File: src/rtl/i2c_pkg.sv
`default_nettype none
// +----------------------------------------------------------------------+
// | Module   : i2c_pkg                                                   |
// | Purpose  : Shared I2C definitions: target FSM state encoding and     |
// |            the ACK/NACK and read/write bit values as seen on SDA.    |
// | Revision : 1.0  initial release                                      |
// +----------------------------------------------------------------------+
package i2c_pkg;

    // Target FSM state encoding
    typedef logic [2:0] state_t;

    localparam state_t c_st_idle     = 3'd0;
    localparam state_t c_st_addr     = 3'd1;
    localparam state_t c_st_addr_ack = 3'd2;
    localparam state_t c_st_rx_byte  = 3'd3;
    localparam state_t c_st_rx_ack   = 3'd4;
    localparam state_t c_st_tx_byte  = 3'd5;
    localparam state_t c_st_tx_ack   = 3'd6;
    localparam state_t c_st_ignore   = 3'd7;

    // Bus-level bit meanings
    localparam logic I2C_ACK  = 1'b0;
    localparam logic I2C_NACK = 1'b1;
    localparam logic I2C_WR   = 1'b0;
    localparam logic I2C_RD   = 1'b1;

endpackage
`default_nettype wire

File: src/rtl/i2c_bus_sync.sv
`default_nettype none
// +----------------------------------------------------------------------+
// | Module   : i2c_bus_sync                                              |
// | Purpose  : Brings SCL/SDA into the clk domain and produces one-clk   |
// |            SCL rise/fall and START/STOP pulses.                      |
// | Ports    : clk, rst (async, active-low)                              |
// |            i_scl, i_sda     raw bus pins                             |
// |            o_sda            SDA value belonging to the pulse cycle   |
// |            o_scl_rise/fall  registered SCL edge pulses               |
// |            o_start/o_stop   registered bus condition pulses          |
// | Revision : 1.0  initial release                                      |
// +----------------------------------------------------------------------+
module i2c_bus_sync #(
    parameter int SYNC_STAGES = 2
) (
    input  logic clk,
    input  logic rst,
    input  logic i_scl,
    input  logic i_sda,
    output logic o_sda,
    output logic o_scl_rise,
    output logic o_scl_fall,
    output logic o_start,
    output logic o_stop
);

    // Never fewer than two synchronizer flops, whatever is requested
    localparam int c_STAGES = (SYNC_STAGES < 2) ? 2 : SYNC_STAGES;

    logic [c_STAGES-1:0] r_scl_sync;
    logic [c_STAGES-1:0] r_sda_sync;
    logic                r_scl_d;
    logic                r_sda_d;
    logic                r_scl_rise;
    logic                r_scl_fall;
    logic                r_start;
    logic                r_stop;

    logic w_scl;
    logic w_sda;

    assign w_scl = r_scl_sync[c_STAGES-1];
    assign w_sda = r_sda_sync[c_STAGES-1];

    // Bus idles high, so everything resets to 1 to avoid phantom edges
    always_ff @(posedge clk or negedge rst) begin
        if (!rst) begin
            r_scl_sync <= '1;
            r_sda_sync <= '1;
            r_scl_d    <= 1'b1;
            r_sda_d    <= 1'b1;
            r_scl_rise <= 1'b0;
            r_scl_fall <= 1'b0;
            r_start    <= 1'b0;
            r_stop     <= 1'b0;
        end else begin
            r_scl_sync <= {r_scl_sync[c_STAGES-2:0], i_scl};
            r_sda_sync <= {r_sda_sync[c_STAGES-2:0], i_sda};
            r_scl_d    <= w_scl;
            r_sda_d    <= w_sda;
            r_scl_rise <= w_scl & ~r_scl_d;
            r_scl_fall <= ~w_scl & r_scl_d;
            r_start    <= w_scl & r_scl_d & r_sda_d & ~w_sda;
            r_stop     <= w_scl & r_scl_d & ~r_sda_d & w_sda;
        end
    end

    // Pulses are registered one clk after detection; r_sda_d holds the
    // SDA value from the detection cycle, so it lines up with them.
    assign o_sda      = r_sda_d;
    assign o_scl_rise = r_scl_rise;
    assign o_scl_fall = r_scl_fall;
    assign o_start    = r_start;
    assign o_stop     = r_stop;

endmodule
`default_nettype wire

File: src/rtl/i2c_target.sv
`default_nettype none
// +----------------------------------------------------------------------+
// | Module   : i2c_target                                                |
// | Purpose  : Single-address I2C target. Oversamples SCL/SDA, ACKs its  |
// |            address, delivers write bytes and fetches read bytes      |
// |            through a request handshake. Never stretches SCL.         |
// | Ports    : clk, rst (async, active-low), enable (low = held idle)    |
// |            SCL, SDA      bus inputs                                  |
// |            sda_pull      1 = pull SDA low                            |
// |            addressed     high from address ACK until STOP/rSTART     |
// |            rx_data/rx_valid  received write byte + one-clk strobe    |
// |            tx_data/tx_req    read byte + one-clk request pulse       |
// | Revision : 1.0  initial release                                      |
// +----------------------------------------------------------------------+
module i2c_target #(
    parameter logic [6:0] ADDR        = 7'h3C,
    parameter int         SYNC_STAGES = 2
) (
    input  logic       clk,
    input  logic       rst,
    input  logic       enable,
    input  logic       SCL,
    input  logic       SDA,
    output logic       sda_pull,
    output logic       addressed,
    output logic [7:0] rx_data,
    output logic       rx_valid,
    input  logic [7:0] tx_data,
    output logic       tx_req
);

    import i2c_pkg::*;

    logic w_sda;
    logic w_rise;
    logic w_fall;
    logic w_start;
    logic w_stop;

    i2c_bus_sync #(
        .SYNC_STAGES (SYNC_STAGES)
    ) u_bus_sync (
        .clk        (clk),
        .rst        (rst),
        .i_scl      (SCL),
        .i_sda      (SDA),
        .o_sda      (w_sda),
        .o_scl_rise (w_rise),
        .o_scl_fall (w_fall),
        .o_start    (w_start),
        .o_stop     (w_stop)
    );

    state_t     r_state;
    logic [7:0] r_shift;
    logic [3:0] r_cnt;
    logic       r_rw;
    logic       r_sda_pull;
    logic       r_addressed;
    logic [7:0] r_rx_data;
    logic       r_rx_valid;
    logic       r_tx_req;

    state_t     w_state_next;
    logic [7:0] w_shift_next;
    logic [3:0] w_cnt_next;
    logic       w_rw_next;
    logic       w_sda_pull_next;
    logic       w_addressed_next;
    logic [7:0] w_rx_data_next;
    logic       w_rx_valid_next;
    logic       w_tx_req_next;

    logic [7:0] w_byte_in;
    logic       w_last_bit;
    logic       w_addr_hit;

    assign w_byte_in  = {r_shift[6:0], w_sda};
    assign w_last_bit = (r_cnt == 4'd7);
    assign w_addr_hit = (w_byte_in[7:1] == ADDR);

    // ------------------------------------------------------------------
    // State and datapath registers. enable low behaves like reset.
    // ------------------------------------------------------------------
    always_ff @(posedge clk or negedge rst) begin
        if (!rst) begin
            r_state     <= c_st_idle;
            r_shift     <= 8'h00;
            r_cnt       <= 4'd0;
            r_rw        <= I2C_WR;
            r_sda_pull  <= 1'b0;
            r_addressed <= 1'b0;
            r_rx_data   <= 8'h00;
            r_rx_valid  <= 1'b0;
            r_tx_req    <= 1'b0;
        end else if (!enable) begin
            r_state     <= c_st_idle;
            r_shift     <= 8'h00;
            r_cnt       <= 4'd0;
            r_rw        <= I2C_WR;
            r_sda_pull  <= 1'b0;
            r_addressed <= 1'b0;
            r_rx_data   <= 8'h00;
            r_rx_valid  <= 1'b0;
            r_tx_req    <= 1'b0;
        end else begin
            r_state     <= w_state_next;
            r_shift     <= w_shift_next;
            r_cnt       <= w_cnt_next;
            r_rw        <= w_rw_next;
            r_sda_pull  <= w_sda_pull_next;
            r_addressed <= w_addressed_next;
            r_rx_data   <= w_rx_data_next;
            r_rx_valid  <= w_rx_valid_next;
            r_tx_req    <= w_tx_req_next;
        end
    end

    // ------------------------------------------------------------------
    // Next-state logic. START/STOP override any bit activity.
    // In the two ACK states the current sda_pull tells whether the ACK
    // slot has begun (first fall drives it, second fall ends it).
    // ------------------------------------------------------------------
    always_comb begin
        w_state_next = r_state;
        if (w_stop) begin
            w_state_next = c_st_idle;
        end else if (w_start) begin
            w_state_next = c_st_addr;
        end else begin
            case (r_state)
                c_st_addr: begin
                    if (w_rise && w_last_bit)
                        w_state_next = w_addr_hit ? c_st_addr_ack : c_st_ignore;
                end
                c_st_addr_ack: begin
                    if (w_fall && r_sda_pull)
                        w_state_next = (r_rw == I2C_RD) ? c_st_tx_byte : c_st_rx_byte;
                end
                c_st_rx_byte: begin
                    if (w_rise && w_last_bit)
                        w_state_next = c_st_rx_ack;
                end
                c_st_rx_ack: begin
                    if (w_fall && r_sda_pull)
                        w_state_next = c_st_rx_byte;
                end
                c_st_tx_byte: begin
                    if (w_fall && (r_cnt == 4'd8))
                        w_state_next = c_st_tx_ack;
                end
                c_st_tx_ack: begin
                    if (w_rise && (w_sda == I2C_NACK))
                        w_state_next = c_st_ignore;
                    else if (w_fall && (r_cnt != 4'd0))
                        w_state_next = c_st_tx_byte;
                end
                default: w_state_next = r_state;
            endcase
        end
    end

    // ------------------------------------------------------------------
    // Output / datapath logic
    // ------------------------------------------------------------------
    always_comb begin
        w_shift_next     = r_shift;
        w_cnt_next       = r_cnt;
        w_rw_next        = r_rw;
        w_sda_pull_next  = r_sda_pull;
        w_addressed_next = r_addressed;
        w_rx_data_next   = r_rx_data;
        w_rx_valid_next  = 1'b0;
        w_tx_req_next    = 1'b0;

        if (w_stop || w_start) begin
            w_cnt_next       = 4'd0;
            w_sda_pull_next  = 1'b0;
            w_addressed_next = 1'b0;
        end else begin
            case (r_state)
                c_st_addr: begin
                    if (w_rise) begin
                        w_shift_next = w_byte_in;
                        w_cnt_next   = r_cnt + 4'd1;
                        if (w_last_bit) begin
                            w_cnt_next = 4'd0;
                            if (w_addr_hit)
                                w_rw_next = w_byte_in[0];
                        end
                    end
                end
                c_st_addr_ack: begin
                    if (w_rise && r_sda_pull && (r_rw == I2C_RD))
                        w_tx_req_next = 1'b1;
                    if (w_fall) begin
                        if (!r_sda_pull) begin
                            w_sda_pull_next  = 1'b1;
                            w_addressed_next = 1'b1;
                        end else if (r_rw == I2C_RD) begin
                            w_shift_next    = tx_data;
                            w_sda_pull_next = ~tx_data[7];
                            w_cnt_next      = 4'd0;
                        end else begin
                            w_sda_pull_next = 1'b0;
                            w_cnt_next      = 4'd0;
                        end
                    end
                end
                c_st_rx_byte: begin
                    if (w_rise) begin
                        w_shift_next = w_byte_in;
                        w_cnt_next   = r_cnt + 4'd1;
                        if (w_last_bit) begin
                            w_rx_data_next  = w_byte_in;
                            w_rx_valid_next = 1'b1;
                            w_cnt_next      = 4'd0;
                        end
                    end
                end
                c_st_rx_ack: begin
                    if (w_fall)
                        w_sda_pull_next = ~r_sda_pull;
                end
                c_st_tx_byte: begin
                    // Count rises; after the 8th bit's fall hand SDA back
                    if (w_rise)
                        w_cnt_next = r_cnt + 4'd1;
                    if (w_fall) begin
                        if (r_cnt == 4'd8) begin
                            w_sda_pull_next = 1'b0;
                            w_cnt_next      = 4'd0;
                        end else begin
                            w_shift_next    = {r_shift[6:0], 1'b0};
                            w_sda_pull_next = ~r_shift[6];
                        end
                    end
                end
                c_st_tx_ack: begin
                    // r_cnt != 0 marks "master ACKed, load on next fall"
                    if (w_rise && (w_sda == I2C_ACK)) begin
                        w_tx_req_next = 1'b1;
                        w_cnt_next    = 4'd1;
                    end
                    if (w_fall && (r_cnt != 4'd0)) begin
                        w_shift_next    = tx_data;
                        w_sda_pull_next = ~tx_data[7];
                        w_cnt_next      = 4'd0;
                    end
                end
                default: begin
                    w_sda_pull_next = 1'b0;
                end
            endcase
        end
    end

    assign sda_pull  = r_sda_pull;
    assign addressed = r_addressed;
    assign rx_data   = r_rx_data;
    assign rx_valid  = r_rx_valid;
    assign tx_req    = r_tx_req;

endmodule
`default_nettype wire

File: config.mk
export PLATFORM = sky130hd
export DESIGN_NAME = i2c_target
export DESIGN_NICKNAME = d
export VERILOG_FILES = /design/src/rtl/i2c_pkg.sv /design/src/rtl/i2c_bus_sync.sv /design/src/rtl/i2c_target.sv
export SDC_FILE = /design/constraint.sdc
export NUM_CORES = 1
export LEC_CHECK = 0
export CAP_MARGIN = 0
export CORE_ASPECT_RATIO = 0.6
export CORE_MARGIN = 8
export CORE_UTILIZATION = 55
export CTS_BUF_LIST = sky130_fd_sc_hd__clkbuf_4
export CTS_CLUSTER_SIZE = 14
export DETAILED_ROUTE_END_ITERATION = 10
export HOLD_SLACK_MARGIN = 0.1
export PLACE_DENSITY = 0.79
export SLEW_MARGIN = 0
export SYNTH_ARGS = -nofsm -noshare
export SYNTH_HDL_FRONTEND = slang
export SYNTH_HIERARCHICAL = 1
export SYNTH_SLANG_ARGS = --single-unit
File: constraint.sdc
create_clock -name clk -period 2.32 [get_ports clk]
set_input_delay 0.232 -clock clk [delete_from_list [all_inputs] [get_ports clk]]
set_output_delay 0.232 -clock clk [all_outputs]
set_load 0.05 [all_outputs]
==> metrics list, run 1 <==
* Status: completed
- Power Total: 1.383 mW
- Based on the critical path, the design can be clocked at up to 481.8 MHz.
- Die Span X: 94.54 um
* Max-Slew Margin vs Limit: about 46%
- After detailed routing, the average wire length per cell comes to 18.53 um.
* Max-capacitance violation count: 0
- Share of cells above drive strength 1: 16.81%
- Count of mapped cells out of synthesis: 202
- Setup repair after global routing missed its margin: false
- CTS buffer count: 5
- The detail route stage leaves a number of antenna-violating nets equal to 0.
- Hold_ws: 0.2830 ns
- Critical Path Source Type: flip-flop
* Worst setup path startpoint: r_cnt[0]
- Residual DRC: 0
* Static leakage: between 1 and 1.5 nW
* Worst Reg2Reg Path Length in Cells: 8
- In this run, the combinational gates consume 22.4% of the power.
- Clock transition at the register clock pins on the worst setup and hold paths after CTS: around 0.12 ns
* Antenna violations before repair: 0
* Number of placement rows: 17
* DR pass1 iterations: 4
- In this run the worst setup path terminates at r_cnt[0].
- Utilization of the core after routing: 66.23%
- The synthesized netlist occupies a cell area of 2036 um2.
* Switching power summed over all nets: 0.4529 mW
- Total congestion overflow: 0
- In this run the standard cell core region covers 3616 um2.
- Number of setup violations in the final report: 0
* Bufs on Longest Clock Path: 2
* Sequential area share after synthesis: 45.85%
- Largest incremental delay on the critical path: 0.45 ns
- Class of the most critical hold timing path: input port to flip-flop
* Overall track demand over capacity in global routing: 18.33%
* Number of sinks handled by clock tree synthesis: 37
- 0 antenna diodes ended up in the layout.
* Category of the worst setup path capture point: flip-flop
* Largest net degree at the start of global routing: 38
* Mean instance size in the synthesized netlist: 10.08 um2
* Net count of the finished layout: about 250
* Internal Power: 0.9303 mW
* Count of input and output buffers: 24
- Cell with the most instances on the worst path: sky130_fd_sc_hd__a21oi_1
- Detailed placer's ending HPWL: 3.895 mm
- In this run the number of H-tree levels came out at 2.
- The die is 63.13 um tall.
- The synthesized design contains 0 enable-type register cells.
- Broken down by cell family, the worst path's largest delay share belongs to compound AO/OA/AOI/OAI gates.
* Dominant cells by area after synthesis: sky130_fd_sc_hd__dfrtp_1, sky130_fd_sc_hd__mux2i_1, sky130_fd_sc_hd__dfstp_2, sky130_fd_sc_hd__nor2_1, sky130_fd_sc_hd__nand2_1
- Detailed router's first-iteration violation count: 189
- The number of buffers and inverters on the critical path is 2.
- After detailed routing, the total wire length is 5.169 mm.
- On the final layout, the worst clock skew is 0.01429 ns.
- IR analysis of the VDD net gives a maximum drop of between 0.0003 and 0.0004 V.
- The number of placed instances, taps included, is 270.
* Final Hold Fails: 0
- The filler cells instantiated in the layout total just over 300.
- R2r endpoint: r_cnt[0]
- Post-Synthesis Net Count: 217
- For the final routed database, the setup TNS stands at 0 ns.
- Of all nets on the critical path, the largest fanout is 4.
- At the worst endpoint, the arrival time is 2.36 ns.
- Counting buffers and inverters, the worst setup path is 8 cells deep.
- The critical path in this run is classified as flip-flop to flip-flop.
- Compared with the post-synthesis result, the final layout area differs by 17.64%.
- The die covers 5968 um2.
* Commonest cells after routing, fill and taps aside: sky130_fd_sc_hd__dfrtp_1, sky130_fd_sc_hd__nor2_1, sky130_fd_sc_hd__clkdlybuf4s50_1
* Launch point of the worst reg-to-reg path: r_cnt[0]
* Slowest cell on crit path: sky130_fd_sc_hd__dfrtp_1
- Via density per instance: 6.125
* Required time at the endpoint of the critical path: 2.61 ns
* Register-to-Register Setup Slack: 0.24 ns
- Via count of the first global-routing pass: 1,676
* Post-synthesis cell type with the largest combined area: sky130_fd_sc_hd__dfrtp_1
- Starting utilization of the core area: 56.30%
- Relative contribution of the clock network to total power: 24.6%
* Most common flop cell mapped by yosys: sky130_fd_sc_hd__dfrtp_1
* Vias after detailed routing: 1,709
- Count of boundary I/O pins: 25
- Final estimated routing congestion in global placement: around 0.94
* Sequential share of power: 52.9%
- Power density cells: 577.6 nW/um2
- The signal on the critical path passes through inv_1, ha_1, or3b_4, a221oi_1, buf_4, a21oi_1, a21oi_1, a22o_1.
- TritonCTS built the clock tree.
- After synthesis, the largest area contributor takes up 38.11% of total cell area.
* Fraction of synthesis flops using an asynchronous set or reset pin: 100.0%
- During synthesis, Yosys emitted a total of 6 warnings.
* Final period util: between 80% and 90%
* Post-route minimum period: 2.076 ns
- The number of different library cells used by synthesis comes to between 50 and 60.
- Number of max-slew violations in the final report: 0
- Non-filler cells in the finished layout: 279
* Flip-flop and latch count after synthesis: 37
- CTS Root Buffer Type: sky130_fd_sc_hd__clkbuf_4
* First-pass GRT wire length: 8.480 mm
* Clock latency at the later pin of the worst-skew pair: about 0.35 ns
- The library cell used most frequently in the layout, excluding fill and tap cells, is sky130_fd_sc_hd__dfrtp_1.
- Least-Margin Pin Slew: just over 0.8 ns
- Switching power share of the total: 32.74%
## synthesized netlist by cell type (2+ instances only)
| cell | count |
|---|---|
| sky130_fd_sc_hd__o2bb2ai_1 | 2 |
| sky130_fd_sc_hd__buf_2 | 3 |
| sky130_fd_sc_hd__a31oi_1 | 2 |
| sky130_fd_sc_hd__a21o_1 | 3 |
| sky130_fd_sc_hd__mux2_2 | 6 |
| sky130_fd_sc_hd__dfstp_2 | 6 |
| sky130_fd_sc_hd__dfrtp_1 | 31 |
| sky130_fd_sc_hd__nand2_1 | 22 |
| sky130_fd_sc_hd__and2_1 | 2 |
| sky130_fd_sc_hd__nor4_2 | 2 |
| sky130_fd_sc_hd__a22oi_1 | 2 |
| sky130_fd_sc_hd__o22ai_1 | 2 |
| sky130_fd_sc_hd__a211oi_1 | 2 |
| sky130_fd_sc_hd__and4b_1 | 2 |
| sky130_fd_sc_hd__nand3b_1 | 3 |
| sky130_fd_sc_hd__ha_1 | 2 |
| sky130_fd_sc_hd__o21ai_0 | 3 |
| sky130_fd_sc_hd__a311oi_1 | 2 |
| sky130_fd_sc_hd__nand2b_1 | 3 |
| sky130_fd_sc_hd__inv_1 | 9 |
| sky130_fd_sc_hd__nand3_1 | 3 |
| sky130_fd_sc_hd__nor3_1 | 3 |
| sky130_fd_sc_hd__o21a_1 | 3 |
| sky130_fd_sc_hd__a32oi_1 | 2 |
| sky130_fd_sc_hd__clkbuf_1 | 5 |
| sky130_fd_sc_hd__nor2b_1 | 6 |
| sky130_fd_sc_hd__a22o_1 | 2 |
| sky130_fd_sc_hd__a21oi_1 | 4 |
| sky130_fd_sc_hd__mux2i_1 | 16 |
| sky130_fd_sc_hd__nor2_1 | 25 |
## routing by layer
metal | share of wire [%] | vias to the layer above | GRT usage [%]
met2 | 45 | 78 | 25.99
met3 | 7.8 | 9 | 4.255
met5 | 0 | - | 0
met4 | 1.7 | 0 | 6.770
met1 | 45 | 841 | 26.22
li1 | - | 781 | -
## flip-flops by register name (all words and copies together) (netlist names), 2 cells and up
register / count
u_bus_sync/r_scl_sync: 2
u_bus_sync/r_sda_sync: 2
r_shift: 7
rx_data: 8
r_state: 3
r_cnt: 4
## worst min path at each step
stage	from	to	slack, ns	depth (start not counted)
floorplan	rst	addressed	-0.06	0
finish	SDA	u_bus_sync/r_sda_sync[0]	0.28	1
global placement	u_bus_sync/r_sda_sync[0]	u_bus_sync/r_sda_sync[1]	0.35	0
global route	SCL	u_bus_sync/r_scl_sync[0]	0.27	1
detailed placement	u_bus_sync/r_scl_sync[0]	u_bus_sync/r_scl_sync[1]	0.35	0
CTS	SDA	u_bus_sync/r_sda_sync[0]	0.27	1
## power by group through the flow
stage / clock, mW / sequential, mW / combinational [mW]
4_1_cts: 0.347 / 0.729 / 0.309
5_1_grt: 0.372 / 0.738 / 0.334
2_1_floorplan: 0 / 0.727 / 0.210
3_5_place_dp: 0 / 0.741 / 0.306
3_3_place_gp: 0 / 0.741 / 0.296
6_report: 0.341 / 0.732 / 0.310
## layout make-up
cell class                 count  area [um2]  share of cell area (%)
clock buffer                   5       37.54                   1.567
clock inverter                 3       17.52                  0.7315
inverter                       9       33.78                   1.411
multi-input combinational    146        1016                   42.42
sequential                    37       933.4                   38.98
tap                           47       58.81                   2.456
timing repair buffer          32       297.8                   12.43
## worst reg2reg max path, delay by kind of cell, from the launching register on
kind / cells / cell delay [ns]
flip-flops: 1 / 0.45
buffers and inverters: 2 / 0.26
AO/OA/AOI/OAI: 4 / 0.73
AND/OR/NAND/NOR: 1 / 0.40
adder cells (fa/ha/maj): 1 / 0.18
## logic make-up after synthesis
family | Yosys count | synth area share (%)
and+or+nand+nor | 82 | 22.13
AOI/OAI and AO/OA | 40 | 15.37
DFF | 37 | 45.85
muxes | 22 | 11.19
buffers and inverters | 19 | 4.241
adders and majority gates | 2 | 1.229
## metrics by stage
step                      worst slack [ns]  area [um2]
after CTS                           0.2633        2395
after floorplan                     0.4669        2036
after global placement              0.4043        2330
after global routing                0.1493        2395
final                               0.2444        2395
after detailed placement            0.2982        2330
## timing repair
| action | in CTS | in global routing |
|---|---|---|
| hold endpoints to repair | 31 | 0 |
| resized for setup | 0 | 0 |
| hold buffers | 1 | 0 |
| setup buffers | 0 | 0 |
No activity file was read; power rests on OpenSTA's default activity.
==> run 2, diff against run 1 <==
- DONT_BUFFER_PORTS: unset -> 1
- PLACE_DENSITY: 0.79 -> 0.7
==> metrics list, run 2 (same netlist as run 1, synthesis figures left out) <==
- The post-route netlist has between 20% and 30% of its cells at a drive strength greater than 1.
- VDD sags by at most 0.0004619 V.
- Along the worst path, the maximum fanout reaches 4.
- Final WL: 4.927 mm
- The repair_antennas step left the layout with diodes totalling 0.
- TNS Setup: 0 ns
- Number of placement rows: 17
- The initial antenna violation count came to 0.
- Clock latency at the later pin of the worst-skew pair: 0.34 ns
- Clock tree from TritonCTS: built
- Max-Slew Margin vs Limit: 66.63%
- Final estimated routing congestion in global placement: 0.8915
- In this run the static leakage power is 1.066 nW.
- Total Die Area: 5968 um2
- For this design, the sink count on the clock tree is 37.
* Synthesis-to-layout area growth: 11.06%
- The wire-length estimate of the detail-placed layout is 3.664 mm.
* First-pass GRT wire length: between 8 and 9 mm
* Power Total: 1.495 mW
* Flip-flop and latch area: roughly 930 um2
- Count of boundary I/O pins: 25
- The library cell used most frequently in the layout, excluding fill and tap cells, is sky130_fd_sc_hd__dfrtp_1.
- The worst hold path belongs to the class input port to flip-flop.
- Number of setup violations in the final report: 0
- For this design the ratio of total power to cell area is 661.3 nW/um2.
- Overall track demand over capacity in global routing: 17.19%
- Setup repair after global routing missed its margin: false
- Register-to-Register Setup Slack: 0.26 ns
* Category of the worst setup path capture point: flip-flop
* Detailed router's first-iteration violation count: between 100 and 150
- Counting along the longest clock path gives a buffer depth of 2.
* Critical Path Source Type: flip-flop
* DR pass1 iterations: 4
* Via count of the first global-routing pass: 1,580
* Max Freq: 485.2 MHz
- Antenna Violating Nets Remaining: 0
- The filler cells instantiated in the layout total 308.
- The total area inside the core boundary comes to 3616 um2.
- Post-route minimum period: 2.061 ns
- The die is ~63 um tall.
* Commonest cells after routing, fill and taps aside: sky130_fd_sc_hd__dfrtp_1, sky130_fd_sc_hd__nor2_1, sky130_fd_sc_hd__nand2_1
* Routed wire length per instance: 18.81 um
- After clock tree synthesis, the clock-pin slew on the worst setup and hold paths is between 0.1 and 0.15 ns.
- Using the TritonRoute via totals, the vias-per-cell ratio works out to between 6 and 7.
- In this run the tool buffered the top-level ports with 0 buffer cells.
- After clock tree synthesis, the repair step resized 0 gates.
* Least-Margin Pin Slew: 0.5006 ns
* Die Span X: 94.54 um
- The setup path with the least slack is of type flip-flop to flip-flop.
* Flip-flop count of the largest register after layout: 8
* Arrival time of data at the critical path endpoint: 2.34 ns
* Number of max-slew violations in the final report: 0
- The tool flagged a number of max-cap violations equal to 0.
* Net count of the finished layout: 229
- In the routed design, unresolved DRC markers number 0.
- Final Hold Fails: 0
- Starting utilization of the core area: 56.30%
- Largest net degree at the start of global routing: 38
* Setup skew after layout: 0.007382 ns
* Vias after detailed routing: approximately 1,600
* H-tree levels: 2
- After global routing the overflow that remains totals 0.
* Final period util: 88.84%
- CTS buffer count: 5
- STA puts the critical path data required time at 2.60 ns.
- CTS Root Buffer Type: sky130_fd_sc_hd__clkbuf_4
- The multi-input combinational cells in the finished layout cover a total of 1016 um2.
* Status: completed
run 2: path summary, 6_finish.rpt:
check | cells after the start | end | from
setup / recovery | 7 | r_cnt[0] | r_cnt[0]
hold / removal | 4 | r_shift[0] | tx_data[0]
setup reg to reg | 7 | r_cnt[0] | r_cnt[0]
hold reg to reg | 0 | u_bus_sync/r_sda_sync[1] | u_bus_sync/r_sda_sync[0]
max in group asynchronous | 2 | u_bus_sync/r_sda_sync[0] | rst
min in group asynchronous | 2 | rx_data[0] | rst
run 2: worst max-delay path, cell delays in order (launching register included):
cell	delay, ns
sky130_fd_sc_hd__dfrtp_1	0.43
sky130_fd_sc_hd__inv_1	0.09
sky130_fd_sc_hd__ha_1	0.18
sky130_fd_sc_hd__or3b_4	0.41
sky130_fd_sc_hd__a221oi_1	0.37
sky130_fd_sc_hd__a21oi_1	0.13
sky130_fd_sc_hd__a21oi_1	0.21
sky130_fd_sc_hd__a22o_1	0.18
run 2: metal layers:
metal | part of all wire (%) | global-route usage, % | routed length (um) | vias to the layer above
li1 | - | - | - | 744
met1 | 45 | 24.96 | 2197 | 786
met2 | 43 | 22.63 | 2094 | 84
met3 | 12 | 6.619 | 584 | 9
met4 | 1.0 | 5.029 | 51 | 0
met5 | 0 | 0 | 0 | -
run 2: timing repair:
item	CTS	global route
hold buffers	5	0
endpoints found under the hold margin	46	0
setup buffers	0	0
run 2: cell type report:
class | count | share of cell area (%)
inverters | 9 | 1.494
clock buffers | 6 | 1.992
well taps | 47 | 2.601
flip-flops and latches | 37 | 41.28
multi-input cells | 146 | 44.94
repair buffers | 15 | 5.977
clock inverters | 2 | 1.716
run 2: stage by stage:
step	cell area [um2]	utilization, %	setup slack [ns]	std cells	hold slack (ns)
6_report	2261	62.53	0.2589	262	0.1673
5_1_grt	2261	62.53	0.1677	262	0.1774
4_1_cts	2261	62.53	0.2785	262	0.1520
3_5_place_dp	2117	58.55	0.3149	249	-0.06274
3_3_place_gp	2117	58.55	0.3857	249	-0.06261
2_1_floorplan	2036	-	0.4669	202	-0.06359
run 2: where the power goes:
| group | internal, mW | leakage [nW] | total (mW) | switching (mW) |
|---|---|---|---|---|
| registers | 0.674 | 0.492 | 0.713 | 0.0381 |
| logic | 0.138 | 0.528 | 0.321 | 0.183 |
| clock network | 0.241 | 0.0459 | 0.461 | 0.220 |
| total | 1.05 | 1.07 | 1.50 | 0.441 |
